$ cat config.mk
export PLATFORM = sky130hd
export DESIGN_NAME = if_pc_fetch
export DESIGN_NICKNAME = d
export VERILOG_FILES = /design/src/rtl/if_pc_fetch.sv
export SDC_FILE = /design/constraint.sdc
export NUM_CORES = 1
export LEC_CHECK = 0
export BUFFER_PORTS_ARGS = -buffer_cell sky130_fd_sc_hd__buf_2
export CAP_MARGIN = 20
export CORE_MARGIN = 10
export CORE_UTILIZATION = 55
export CTS_CLUSTER_SIZE = 30
export DETAILED_ROUTE_END_ITERATION = 10
export PLACE_DENSITY_LB_ADDON = 0.2
export SLEW_MARGIN = 20
export SYNTH_ARGS = -nofsm -noshare
export SYNTH_HDL_FRONTEND = slang
export SYNTH_SLANG_ARGS = --single-unit
$ cat constraint.sdc
create_clock -name clk -period 16 [get_ports clk]
set_input_delay 2.4 -clock clk [delete_from_list [all_inputs] [get_ports clk]]
set_output_delay 2.4 -clock clk [all_outputs]
set_load 0.02 [all_outputs]
$ cat src/rtl/if_pc_fetch.sv
// PC/fetch front end: issues 8-byte aligned fetch requests to the icache, pairs
// each response with its PC and buffers {pc, bundle} for IF/ID; handles redirects.
module if_pc_fetch #(
  parameter logic [31:0] RESET_PC  = 32'h1c000000,
  parameter int          MAX_OUTST = 2
) (
  input  logic        clk,
  input  logic        rst_n,
  input  logic [6:0]  stall,
  input  logic        flush,
  input  logic [31:0] new_pc,
  input  logic        branch_flag,
  input  logic [31:0] branch_target,
  output logic        req_valid,
  output logic [31:0] req_addr,
  input  logic        req_ready,
  input  logic        resp_valid,
  input  logic [63:0] resp_data,
  output logic        inst_valid_o,
  output logic [31:0] inst_pc_o,
  output logic [63:0] inst_o
);

  localparam int CW = $clog2(MAX_OUTST + 1);
  localparam int AW = (MAX_OUTST > 1) ? $clog2(MAX_OUTST) : 1;

  typedef enum logic {BOOT = 1'b0, RUN = 1'b1} state_t;

  state_t        state, state_next;
  logic [31:0]   pc;
  logic [CW-1:0] in_flight, discard, buffered;
  logic          req_pend;

  logic [31:0]   tag_mem [MAX_OUTST];
  logic [AW-1:0] tag_wr, tag_rd;
  logic [95:0]   out_mem [MAX_OUTST];
  logic [AW-1:0] out_wr, out_rd;
  logic [95:0]   last_q;

  logic          redirect, hs, resp_ok, resp_drop, push, pop;
  logic [CW:0]   occupancy;
  logic [CW-1:0] in_flight_next;
  logic [31:0]   redirect_pc;
  logic          unused;

  function automatic logic [AW-1:0] ptr_inc(input logic [AW-1:0] p);
    return (p == AW'(MAX_OUTST - 1)) ? '0 : p + AW'(1);
  endfunction

  assign unused = ^{stall[6:2], new_pc[2:0], branch_target[2:0]};

  always_ff @(posedge clk) begin
    if (!rst_n) state <= BOOT;
    else        state <= state_next;
  end

  always_comb begin
    state_next = state;
    case (state)
      BOOT:    state_next = RUN;
      RUN:     state_next = RUN;
      default: state_next = BOOT;
    endcase
  end

  // A request already presented stays up until accepted; only a redirect can drop it.
  always_comb begin
    req_valid = 1'b0;
    if (state == RUN && !flush && !branch_flag)
      req_valid = req_pend || (!stall[0] && occupancy < (CW+1)'(MAX_OUTST));
  end

  assign req_addr       = pc;
  assign occupancy      = {1'b0, in_flight} + {1'b0, buffered};
  assign redirect       = flush | branch_flag;
  assign hs             = req_valid & req_ready;
  assign resp_ok        = resp_valid & (in_flight != '0);
  assign resp_drop      = resp_ok & (discard != '0);
  assign push           = resp_ok & ~resp_drop & ~redirect;
  assign pop            = (buffered != '0) & ~stall[1] & ~redirect;
  assign in_flight_next = in_flight + CW'(hs) - CW'(resp_ok);
  assign redirect_pc    = flush ? {new_pc[31:3], 3'b000} : {branch_target[31:3], 3'b000};

  always_ff @(posedge clk) begin
    if (!rst_n) begin
      pc        <= RESET_PC;
      in_flight <= '0;
      discard   <= '0;
      buffered  <= '0;
      req_pend  <= 1'b0;
      tag_wr    <= '0;
      tag_rd    <= '0;
      out_wr    <= '0;
      out_rd    <= '0;
      last_q    <= '0;
    end else begin
      in_flight <= in_flight_next;
      if (buffered != '0) last_q <= out_mem[out_rd];
      if (redirect) begin
        // everything still in flight after this edge belongs to the old path
        pc       <= redirect_pc;
        discard  <= in_flight_next;
        buffered <= '0;
        req_pend <= 1'b0;
        tag_wr   <= '0;
        tag_rd   <= '0;
        out_wr   <= '0;
        out_rd   <= '0;
      end else begin
        if (hs) pc <= {pc[31:3] + 29'd1, 3'b000};
        req_pend <= req_valid & ~req_ready;
        if (resp_drop) discard <= discard - CW'(1);
        buffered <= buffered + CW'(push) - CW'(pop);
        if (hs)   tag_wr <= ptr_inc(tag_wr);
        if (push) tag_rd <= ptr_inc(tag_rd);
        if (push) out_wr <= ptr_inc(out_wr);
        if (pop)  out_rd <= ptr_inc(out_rd);
      end
    end
  end

  always_ff @(posedge clk) begin
    if (hs) tag_mem[tag_wr] <= pc;
  end

  always_ff @(posedge clk) begin
    if (push) out_mem[out_wr] <= {tag_mem[tag_rd], resp_data};
  end

  assign inst_valid_o         = (buffered != '0);
  assign {inst_pc_o, inst_o}  = inst_valid_o ? out_mem[out_rd] : last_q;

  a_counters: assert property (@(posedge clk) disable iff (!rst_n)
    (occupancy <= (CW+1)'(MAX_OUTST)) && (discard <= in_flight));

endmodule
==> results of run 1 <==
[area by class of cell]
cell class	count	area, µm²
Inverter	14	52.55
Clock inverter	15	178.9
Tap cell	335	419.2
Clock buffer	53	1049
Timing Repair Buffer	268	1374
Antenna cell	2	5.005
Sequential cell	383	10110
Multi-Input combinational cell	652	4338
Fill cell	1947	8677
[power by group]
group / switching, µW / total (µW) / leakage, µW / internal, µW
clock network: 350 / 873 / 0.000594 / 523
registers: 20.9 / 1100 / 0.00333 / 1080
logic: 76.7 / 125 / 0.00259 / 48.8
[routing by layer]
metal / up-vias / global-route usage [%] / part of all wire, %
met5: - / 0 / 0
met4: 0 / 4.753 / 1.9
met3: 45 / 4.605 / 6.8
met2: 288 / 30.83 / 48
met1: 4380 / 24.21 / 43
li1: 4532 / - / -
[worst max-delay path, delay by kind of cell]
| family | cells | cell delay, ps |
|---|---|---|
| simple gates | 2 | 570 |
| buf+inv | 2 | 440 |
[path summary, 6_finish.rpt]
check / startpoint / to / slack, ps / cells after the start
max: flush / req_valid / 10190 / 4
min: state / req_pend / 470 / 2
max reg2reg: buffered[0] / discard[1] / 12430 / 13
min reg2reg: state / req_pend / 470 / 2
[state kept, by name (all words and copies together), names as in the netlist, named ones only]
name / count
tag_rd: 1
in_flight: 2
discard: 2
tag_wr: 1
req_addr: 29
out_rd: 1
out_wr: 1
out_mem: 186
tag_mem: 58
req_pend: 1
last_q: 96
state: 1
buffered: 2
[cells by family (layout without fill, tap and decap cells)]
family                   Yosys count  after routing
buffers and inverters             85            350
XOR/XNOR                          26             26
flip-flops                       383            383
multiplexers                     129            129
other                              1              5
adder cells (fa/ha/maj)            7              7
AO/OA/AOI/OAI                    170            170
AND/OR/NAND/NOR                  317            317
[layout by cell type (no fill, tap or decap), drive strengths merged, types with 4 or more instances in the layout]
cell and n:
and3 7, clkbuf 53, nor2 21, o211ai 4
buf 268, clkinv 10, nor3 14, o21ai 106
bufinv 4, mux2 29, edfxtp 244, and2 98
xnor2 19, o221ai 11, nand4 8, a21oi 17
nor4 8, dfxtp 139, nand3 21, ha 6
xor2 7, nor2b 5, inv 14, nand2 124
a22o 4, mux2i 100
[through the flow]
step,total power [µW],cell area [µm²],setup slack [ps]
3_5_place_dp,1247,16300,10200
4_1_cts,2119,17520,10190
5_1_grt,2174,17530,10110
2_1_floorplan,1195,14770,8391
3_3_place_gp,1241,16300,10180
6_report,2099,17530,10190
==> summary.md, run 1 <==
| Metric | Value |
|---|---|
| Hold_ws | 473.7 ps |
| Reg clk slew, reported paths | 60 ps |
| Worst Max-Slew Pin Slew | about 1000 ps |
| Count of final hold-check violations | 0 |
| Crit end category | primary output |
| Max Slew Vio Count | 0 |
| Clk Latency, worst-skew pair | roughly 520 ps |
| Vias in the first global route | between 9000 and 10000 |
| Main combinational cell family by area after synthesis | simple AND/OR/NAND/NOR gates |
| Synth Warn # | 0 |
| Async SR Flop Fraction | 0% |
| H-tree depth | 2 |
| Worst-path fanout max | 26 |
| Fmax | 172.0 MHz |
| Core Region | roughly 0.026 mm² |
| Initial core utilization | between 50 and 60% |
| Netlist cell types | 60 |
| CTS tree | yes |
| Placed cells | roughly 1700 |
| Number of synthesized flops with an enable pin | between 200 and 250 |
| Die H | between 150 and 200 µm |
| Run status | finished, final reports clean |
| Unrepaired setup endpoints after global routing | false |
| Critical Path, Cell by Cell | buf_2, or2_2, nor2_1, buf_2 |
| Data arrival, critical path | between 3000 and 4000 ps |
| Via density | approximately 5.4 |
| First-pass detailed-route iteration total | 6 |
| Seq/Total Area, Yosys | between 60% and 70% |
| Ports | 271 |
| Final Setup Violations | 0 |
| Pwr dens | about 120 mW/mm² |
| P&R area growth vs syn | 18.77% |
| Routed wire per std cell | 18.72 µm |
| Static Leak | ~0.0065 µW |
| Clk sinks | roughly 380 |
| Max_cap viols | 0 |
| FP Rows | 59 |
| Synth Area in Adders | less than 1% |
| Largest net degree at the start of global routing | 110 |
| Min Tclk post-route | 5815 ps |
| Post-synth top area cell | edfxtp_1 |
| Slowest stage cell, crit path | or2_2 |
| Post-DRT Antenna Nets | 0 |
| Synth Area in XOR/XNOR | 1.543% |
| DRT iter0 DRCs | roughly 560 |
| Share of layout cells above drive strength 1 | approximately a quarter |
| Yosys top cell area share | around 50% |
| First-pass GRT wire length | 50.43 mm |
| TritonCTS buffer count | 38 |
| Fin Clk Skew | 20.96 ps |
| Initial antenna violation count | 2 |
| Mapped Area | about 0.015 mm² |
| GRT Overall Usage | between 10% and 20% |
| Hold-fix buffers at CTS | 0 |
| Final Wtd Congestion | 0.8149 |
| Critical path type | in2out |
| Setup bufs post-CTS | 0 |
| Dpl hpwl | 20.82 mm |
| Tcrit/Tclk final | about 36% |
| Worst Path Required | 13600 ps |
| Post-Layout Cell Count | ~1700 |
| Synth Area in Compound Gates | between 6 and 7% |
| Crit start category | input port |
| Rel. slew slack | approximately a third |
| Vias | just over 9000 |
| Port Buf Inserts | ~260 |
| Final core occ | ~67% |
| GRT Residual Overflow | 0 |
| Simple-Gate Fraction of Synth Area | around 11% |
| Min-Delay Path Class | reg2reg |
| Flops & latches, synth | about 380 |
| Synthesized instance count | roughly 1100 |
| Gates resized, CTS repair | 0 |
| Die area | roughly 0.034 mm² |
| CP max stage delay | about 450 ps |
| Maximum clock path buffer count | 3 |
| Peak VDD IR | about 0.08 mV |
| Top-count cell post-synth | edfxtp_1 |
| Most common flop cell mapped by yosys | edfxtp_1 |
| Drt total wl | approximately 32 mm |
| Most frequent CP cell | buf_2 |
| Post-synthesis mux area share | about 9% |
| Main area contributors after synthesis | edfxtp_1, dfxtp_1, mux2i_1, and2_1, o21ai_0 |
| Die Width | 183.8 µm |
| DRC viols | 0 |
| CTS root buffer | clkbuf_16 |
| Syn avg cell area | 13.20 µm² |
| Nets | roughly 1500 |
| Synth cell count leaders | edfxtp_1, dfxtp_1, nand2_1 |
| Setup_tns | 0 ps |
No activity file was read; power rests on OpenSTA's default activity.
==> run 2, diff against run 1 <==
- ABC_AREA: default -> 1
- clock period: 16 -> 5.9 ns (I/O delays scaled with it)
==> run 2 against run 1 <==
Via count increased by 21%. Hold slack got worse by 13 ps. Register-to-register slack got worse by 9600 ps. Non-clock buffer count decreased by 1. Die area increased by 2.9%. Clock power increased to 2.7 times the previous value. Design area increased by 2.8%. Core utilization decreased by 0.38 points. Critical path type is now reg2out.
==> summary.md, run 2 <==
| Metric | Value |
|---|---|
| Number of synthesized flops with an enable pin | 244 (unchanged) |
| Data arrival, critical path | 3010 ps (-400 ps) |
| Yosys top cell area share | 48.07% (-1.6 points) |
| Clk Latency, worst-skew pair | 520 ps (about the same) |
| Max FFs per register | 186 (unchanged) |
| Run status | finished, final reports clean |
| Slowest stage cell, crit path | buf_4 |
| Final core occ | 66.51% (-0.38 points) |
| Main area contributors after synthesis | edfxtp_1, dfxtp_1, a21oi_1, nand2_1, nor2_1 |
| GRT Residual Overflow | 0 (unchanged) |
| CP max stage delay | 660 ps (+210 ps) |
| Top-count cell post-synth | edfxtp_1 |
| Dpl hpwl | 23.67 mm (+14%) |
| Max_cap viols | 0 (unchanged) |
| First-pass detailed-route iteration total | 5 (-1) |
| Hold-fix buffers at CTS | 0 (unchanged) |
| Unrepaired setup endpoints after global routing | false |
| GRT Overall Usage | 20.81% (+2.2 points) |
| Clk sinks | 383 (unchanged) |
| Met2 usage | 35.40% (+4.6 points) |
| Post-DRT Antenna Nets | 0 (unchanged) |
| Critical path type | reg2out |
| Async SR Flop Fraction | 0% (unchanged) |
| Initial core utilization | 56.24% (-0.082 points) |
| Initial antenna violation count | 1 (-1) |
| Critical Path Sink | inst_o[30] |
| Pwr dens | 317.2 mW/mm² (+160%) |
| Most common flop cell mapped by yosys | edfxtp_1 |
| FF-to-FF path depth | 16 (+3) |
| Flop2flop setup slack | 2840 ps (-9590 ps) |
| TritonCTS buffer count | 39 (+2.6%) |
| Largest net degree at the start of global routing | 81 (-26%) |
| Met1 usage | 25.31% (+1.1 points) |
| Largest reg by FF count | out_mem |
| R2r startpoint | buffered[0] |
| Power Internal | 4423 µW (+170%) |
| Net Sw Frac | 22.65% (+1.3 points) |
| Hold_ws | 461.2 ps (-12.57 ps) |
| Critical Path, Cell by Cell | inv_2, buf_4, nand2_1, a21oi_1, buf_2 |
| Die area | 0.03477 mm² (+2.9%) |
| Worst Max-Slew Pin Slew | 921.8 ps (-77.76 ps) |
| Share of layout cells above drive strength 1 | 21.52% (-4.8 points) |
| Clock Power Share | 41.2% (-0.4 points) |
| Core Region | 0.02710 mm² (+3.4%) |
| Vias in the first global route | 11340 (+21%) |
| P_sw | 1295 µW (+190%) |
| Fin Clk Skew | 11.66 ps (-9.304 ps) |
| Gates resized, CTS repair | 0 (unchanged) |
| Final Wtd Congestion | 0.9446 (+16%) |
| RR Endpoint | discard[1] |
| Synth Warn # | 0 (unchanged) |
| Die H | 186.5 µm (+1.4%) |
| Drt total wl | 37.49 mm (+16%) |
| Min Tclk post-route | 3899 ps |
| Setup_tns | 0 ps (unchanged) |
| Peak VDD IR | 0.1830 mV (+130%) |
| Vias | 11210 (+21%) |
| Static Leak | 0.007572 µW (+16%) |
| P&R area growth vs syn | 18.26% |
| Maximum clock path buffer count | 3 (unchanged) |
| DRT iter0 DRCs | 904 (+61%) |
| Tcrit/Tclk final | roughly two thirds |
| Seq/Total Area, Yosys | 66.33% (-2.2 points) |
| Via density | 5.333 (-0.67%) |
| DRC viols | 0 (unchanged) |
| CTS tree | yes |
| Nets | 1846 (+23%) |
| Crit start category | register |
| H-tree depth | 2 (unchanged) |
| Post-synth top area cell | edfxtp_1 |
| Min-Delay Path Class | reg2reg |
| Syn avg cell area | 10.40 µm² (-21%) |
| Setup bufs post-CTS | 0 (unchanged) |
| Max Slew Vio Count | 0 (unchanged) |
| Final Setup Violations | 0 (unchanged) |
| Synthesized instance count | 1466 (+31%) |
| Worst-path fanout max | 58 (+120%) |
| FP Rows | 60 (+1.7%) |
| Port Buf Inserts | 256 (unchanged) |
| Overall Power | 5717 µW (+170%) |
| CTS root buffer | clkbuf_16 |
| HP Start | last_q[66] |
| Regs by FF count | out_mem x186, last_q x96, tag_mem x58 |
| Crit end category | primary output |
| Fmax | 256.5 MHz |
| Die Width | 186.5 µm (+1.4%) |
| Netlist cell types | 33 (-45%) |
| Count of final hold-check violations | 0 (unchanged) |
| Commonest non-fill, non-tap cell in the layout | buf_2 |
| Combinational share of power | 6.7% (+0.7 points) |
| Synth cell count leaders | edfxtp_1, nand2_1, a21oi_1 |
| Worst Path Required | 5020 ps (-8580 ps) |
| Rel. slew slack | 38.40% (+5.0 points) |
| Reg clk slew, reported paths | 60 ps (about the same) |
| Most frequent cells in the layout | buf_2, edfxtp_1, nand2_1 |
| Routed wire per std cell | 17.84 µm (-4.7%) |
| Fill cells | 2092 (+7.4%) |
| First-pass GRT wire length | 59.42 mm (+18%) |
| Ports | 271 (unchanged) |
| Seq pwr share | 52.2% (-0.2 points) |
| Mapped Area | 0.01524 mm² (+3.3%) |
| Flops & latches, synth | 383 (unchanged) |
| Met3 track demand over resource | 5.866% (+1.3 points) |
| Top Usage Layer GRT | met2 |
==> run 2: final cells by class <==
| type | instances | area (µm²) | share of cell area, % |
|---|---|---|---|
| tap | 372 | 465.4 | 2.582 |
| multi-input combinational | 937 | 4568 | 25.35 |
| inverter | 70 | 269.0 | 1.493 |
| timing repair buffer | 267 | 1379 | 7.650 |
| clock buffer | 53 | 1069 | 5.928 |
| clock inverter | 19 | 157.7 | 0.8747 |
| sequential | 383 | 10110 | 56.11 |
| antenna | 1 | 2.502 | 0.01388 |
==> run 2: worst min-delay path by stage <==
| stage | to | depth (start not counted) |
|---|---|---|
| 5_1_grt | last_q[65] | 2 |
| 2_1_floorplan | last_q[64] | 2 |
| 6_report | last_q[66] | 2 |
| 3_5_place_dp | last_q[64] | 2 |
| 3_3_place_gp | last_q[66] | 2 |
| 4_1_cts | last_q[64] | 2 |
==> run 2: per-stage QoR <==
stage / cells / setup WS, ps / instance area (µm²)
after floorplan: 1468 / 158.1 / 15250
after global placement: 2029 / 2294 / 16790
after detailed placement: 2029 / 2243 / 16790
after CTS: 2101 / 1967 / 18020
after global routing: 2102 / 1802 / 18020
final: 2102 / 2001 / 18020
==> run 2: power by group through the flow <==
stage	combinational, µW	clock, µW	sequential, µW
after floorplan	221	0	3040
after global placement	374	0	3030
after detailed placement	382	0	3040
after CTS	384	2400	2980
after global routing	431	2510	2990
final	382	2350	2980
==> run 2: layer usage <==
| metal | vias to the layer above | wire [µm] |
|---|---|---|
| met5 | - | 0 |
| met4 | 0 | 755 |
| met3 | 62 | 3051 |
| met2 | 411 | 18110 |
| met1 | 5325 | 15570 |
| li1 | 5411 | - |
==> run 2: logic make-up after synthesis <==
kind of cell	share of synthesized area, %
AOI/OAI and AO/OA	8.998
muxes	2.143
other	0.02460
xor gates and xnor gates	0.3449
adders and majority gates	0.6239
buffers and inverters	3.941
and+or+nand+nor	17.59
DFF	66.33
==> run 2: worst max-delay path: cells and delay by family (launching register included) <==
| kind | cells | cell delay [ps] |
|---|---|---|
| buffers and inverters | 3 | 1500 |
| DFF | 1 | 520 |
| and+or+nand+nor | 1 | 130 |
| AOI/OAI and AO/OA | 1 | 300 |
==> run 3, diff against run 2 <==
- CORE_UTILIZATION: 55 -> 50
- clock period: 5.9 -> 3.26 ns (I/O delays scaled with it)
==> run 3 against run 2 <==
Setup slack got worse by 1500 ps. Cell count rose by 1.4%. Flip-flop and latch count did not move. Clock power rose by 86%. Critical path type unchanged.
==> summary.md, run 3 (synthesis results as in run 2) <==
| Metric | Value |
|---|---|
| Run status | finished, final reports clean |
| Setup bufs post-CTS | 0 (unchanged) |
| Crit start category | register |
| Maximum clock path buffer count | 3 (unchanged) |
| Largest net degree at the start of global routing | 95 (+17%) |
| Hold-fix buffers at CTS | 0 (unchanged) |
| Vias in the first global route | 11010 (-2.9%) |
| Vias | 11060 (-1.4%) |
| GRT Overall Usage | 19.03% (-1.8 points) |
| FF-to-FF path depth | 16 (unchanged) |
| Die Width | 194.6 µm (+4.4%) |
| Unrepaired setup endpoints after global routing | false |
| Nets | 1857 (+0.60%) |
| Worst Max-Slew Pin Slew | 729.0 ps (-192.8 ps) |
| DRC viols | 0 (unchanged) |
| Worst hold stages | 1 (-1) |
| Port Buf Inserts | 256 (unchanged) |
| Data arrival, critical path | 2270 ps (-740 ps) |
| Min Tclk post-route | between 2000 and 3000 ps |
| Commonest non-fill, non-tap cell in the layout | buf_2 |
| Final Setup Violations | 0 (unchanged) |
| P&R area growth vs syn | 19.63% |
| Rel. slew slack | 51.35% (+13 points) |
| CTS root buffer | clkbuf_16 |
| DRT iter0 DRCs | 768 (-15%) |
| First-pass detailed-route iteration total | 7 (+2) |
| Overall Power | 10480 µW (+83%) |
| H-tree depth | 2 (unchanged) |
| Fmax | about 360 MHz |
| Critical path type | reg2out |
| Final worst slack | 501.9 ps (-1499 ps) |
| Tcrit/Tclk final | between 80% and 90% |
| Regs by FF count | out_mem x186, last_q x96, tag_mem x58 |
| Static Leak | 0.007673 µW (+1.3%) |
| Final core occ | 61.03% (-5.5 points) |
| GRT Residual Overflow | 0 (unchanged) |
| CTS tree | yes |
| Fin Clk Skew | 15.09 ps (+3.426 ps) |
| Clk sinks | 383 (unchanged) |
| Max Slew Vio Count | 0 (unchanged) |
| Peak VDD IR | 0.3589 mV (+96%) |
| Drt total wl | 37.50 mm (about the same) |
| Max FFs per register | 186 (unchanged) |
| Setup_tns | 0 ps (unchanged) |
| Count of final hold-check violations | 0 (unchanged) |
| Worst-path fanout max | 39 (-33%) |
| Pwr dens | 574.9 mW/mm² (+81%) |
| Via density | 5.186 (-2.8%) |
| Worst Path Required | 2770 ps (-2250 ps) |
| Initial core utilization | 51.02% (-5.2 points) |
| Gates resized, CTS repair | 0 (unchanged) |
| Pre-CTS setup slack | 580.1 ps (-1663 ps) |
| FP Rows | 63 (+5.0%) |
| TritonCTS buffer count | 40 (+2.6%) |
| Share of layout cells above drive strength 1 | 21.94% (+0.43 points) |
| Die area | 0.03787 mm² (+8.9%) |
| First-pass GRT wire length | 58.88 mm (-0.91%) |
| Clk Latency, worst-skew pair | 520 ps (about the same) |
| Max_cap viols | 0 (unchanged) |
| Crit end category | primary output |
| Reg clk slew, reported paths | 60 ps (about the same) |
| Final Wtd Congestion | 0.9124 (-3.4%) |
| Hold_ws | 146.9 ps (-314.3 ps) |
| Die H | 194.6 µm (+4.4%) |
| Min-Delay Path Class | in2reg |
| Most frequent cells in the layout | buf_2, edfxtp_1, nand2_1 |
| Dpl hpwl | 24.44 mm (+3.3%) |
| Post-DRT Antenna Nets | 0 (unchanged) |
| Core Region | 0.02987 mm² (+10%) |
| Largest reg by FF count | out_mem |
| Ports | 271 (unchanged) |
| Initial antenna violation count | 1 (unchanged) |
| Routed wire per std cell | 17.59 µm (-1.4%) |
run 3: cell types whose count changed in the layout (fill, tap and decap cells not counted):
| cell | change |
|---|---|
| clkinv_2 | +1 |
| inv_4 | +1 |
| clkinv_1 | +2 |
| clkbuf_8 | -2 |
| clkinvlp_4 | -1 |
| clkbuf_16 | +2 |
| nor2_2 | +2 |
| nor2_4 | -2 |
| buf_12 | +6 |
| inv_6 | -2 |
| bufinv_16 | +1 |
| buf_4 | +4 |
run 3: cell type report:
cell class | count | area (µm²)
well taps | 390 | 488.0
fillers | 2459 | 11640
repair buffers | 277 | 1529
diodes | 1 | 2.502
inverters | 70 | 266.5
clock inverters | 21 | 183.9
flip-flops and latches | 383 | 10110
clock buffers | 53 | 1091
multi-input cells | 937 | 4558
run 3: final timing paths:
| kind | slack, ps | endpoint | from |
|---|---|---|---|
| worst min-delay path | 150 | out_mem[1][63] | resp_data[63] |
| worst max register to register | 570 | discard[1] | buffered[0] |
| worst max-delay path | 500 | inst_o[17] | buffered[0] |
| worst min register to register | 450 | last_q[66] | last_q[66] |
run 3: critical path, stage by stage, from the launching register on:
cell      delay, ps
dfxtp_1         350
nor2_4          170
clkinv_2        440
buf_12          370
nor2_1          130
a21oi_1          70
buf_2           170
run 3: stage by stage:
stage          cell area [µm²]  cells
2_1_floorplan            15260   1468
3_3_place_gp             16960   2057
3_5_place_dp             16960   2057
4_1_cts                  18230   2131
5_1_grt                  18230   2131
6_report                 18230   2132
run 3: metal layers:
metal  routed length [µm]  global-route usage (%)
met4                  689                   4.969
met5                    7                       0
met3                 3002                   4.767
met2                17980                   31.37
met1                15820                   24.52
run 3: where the power goes:
part	switching [µW]	internal, µW	total (µW)	leakage (µW)
sequential	105	5290	5390	0.00333
clock	1780	2600	4380	0.000624
combinational	450	254	704	0.00372
total	2340	8140	10500	0.00767
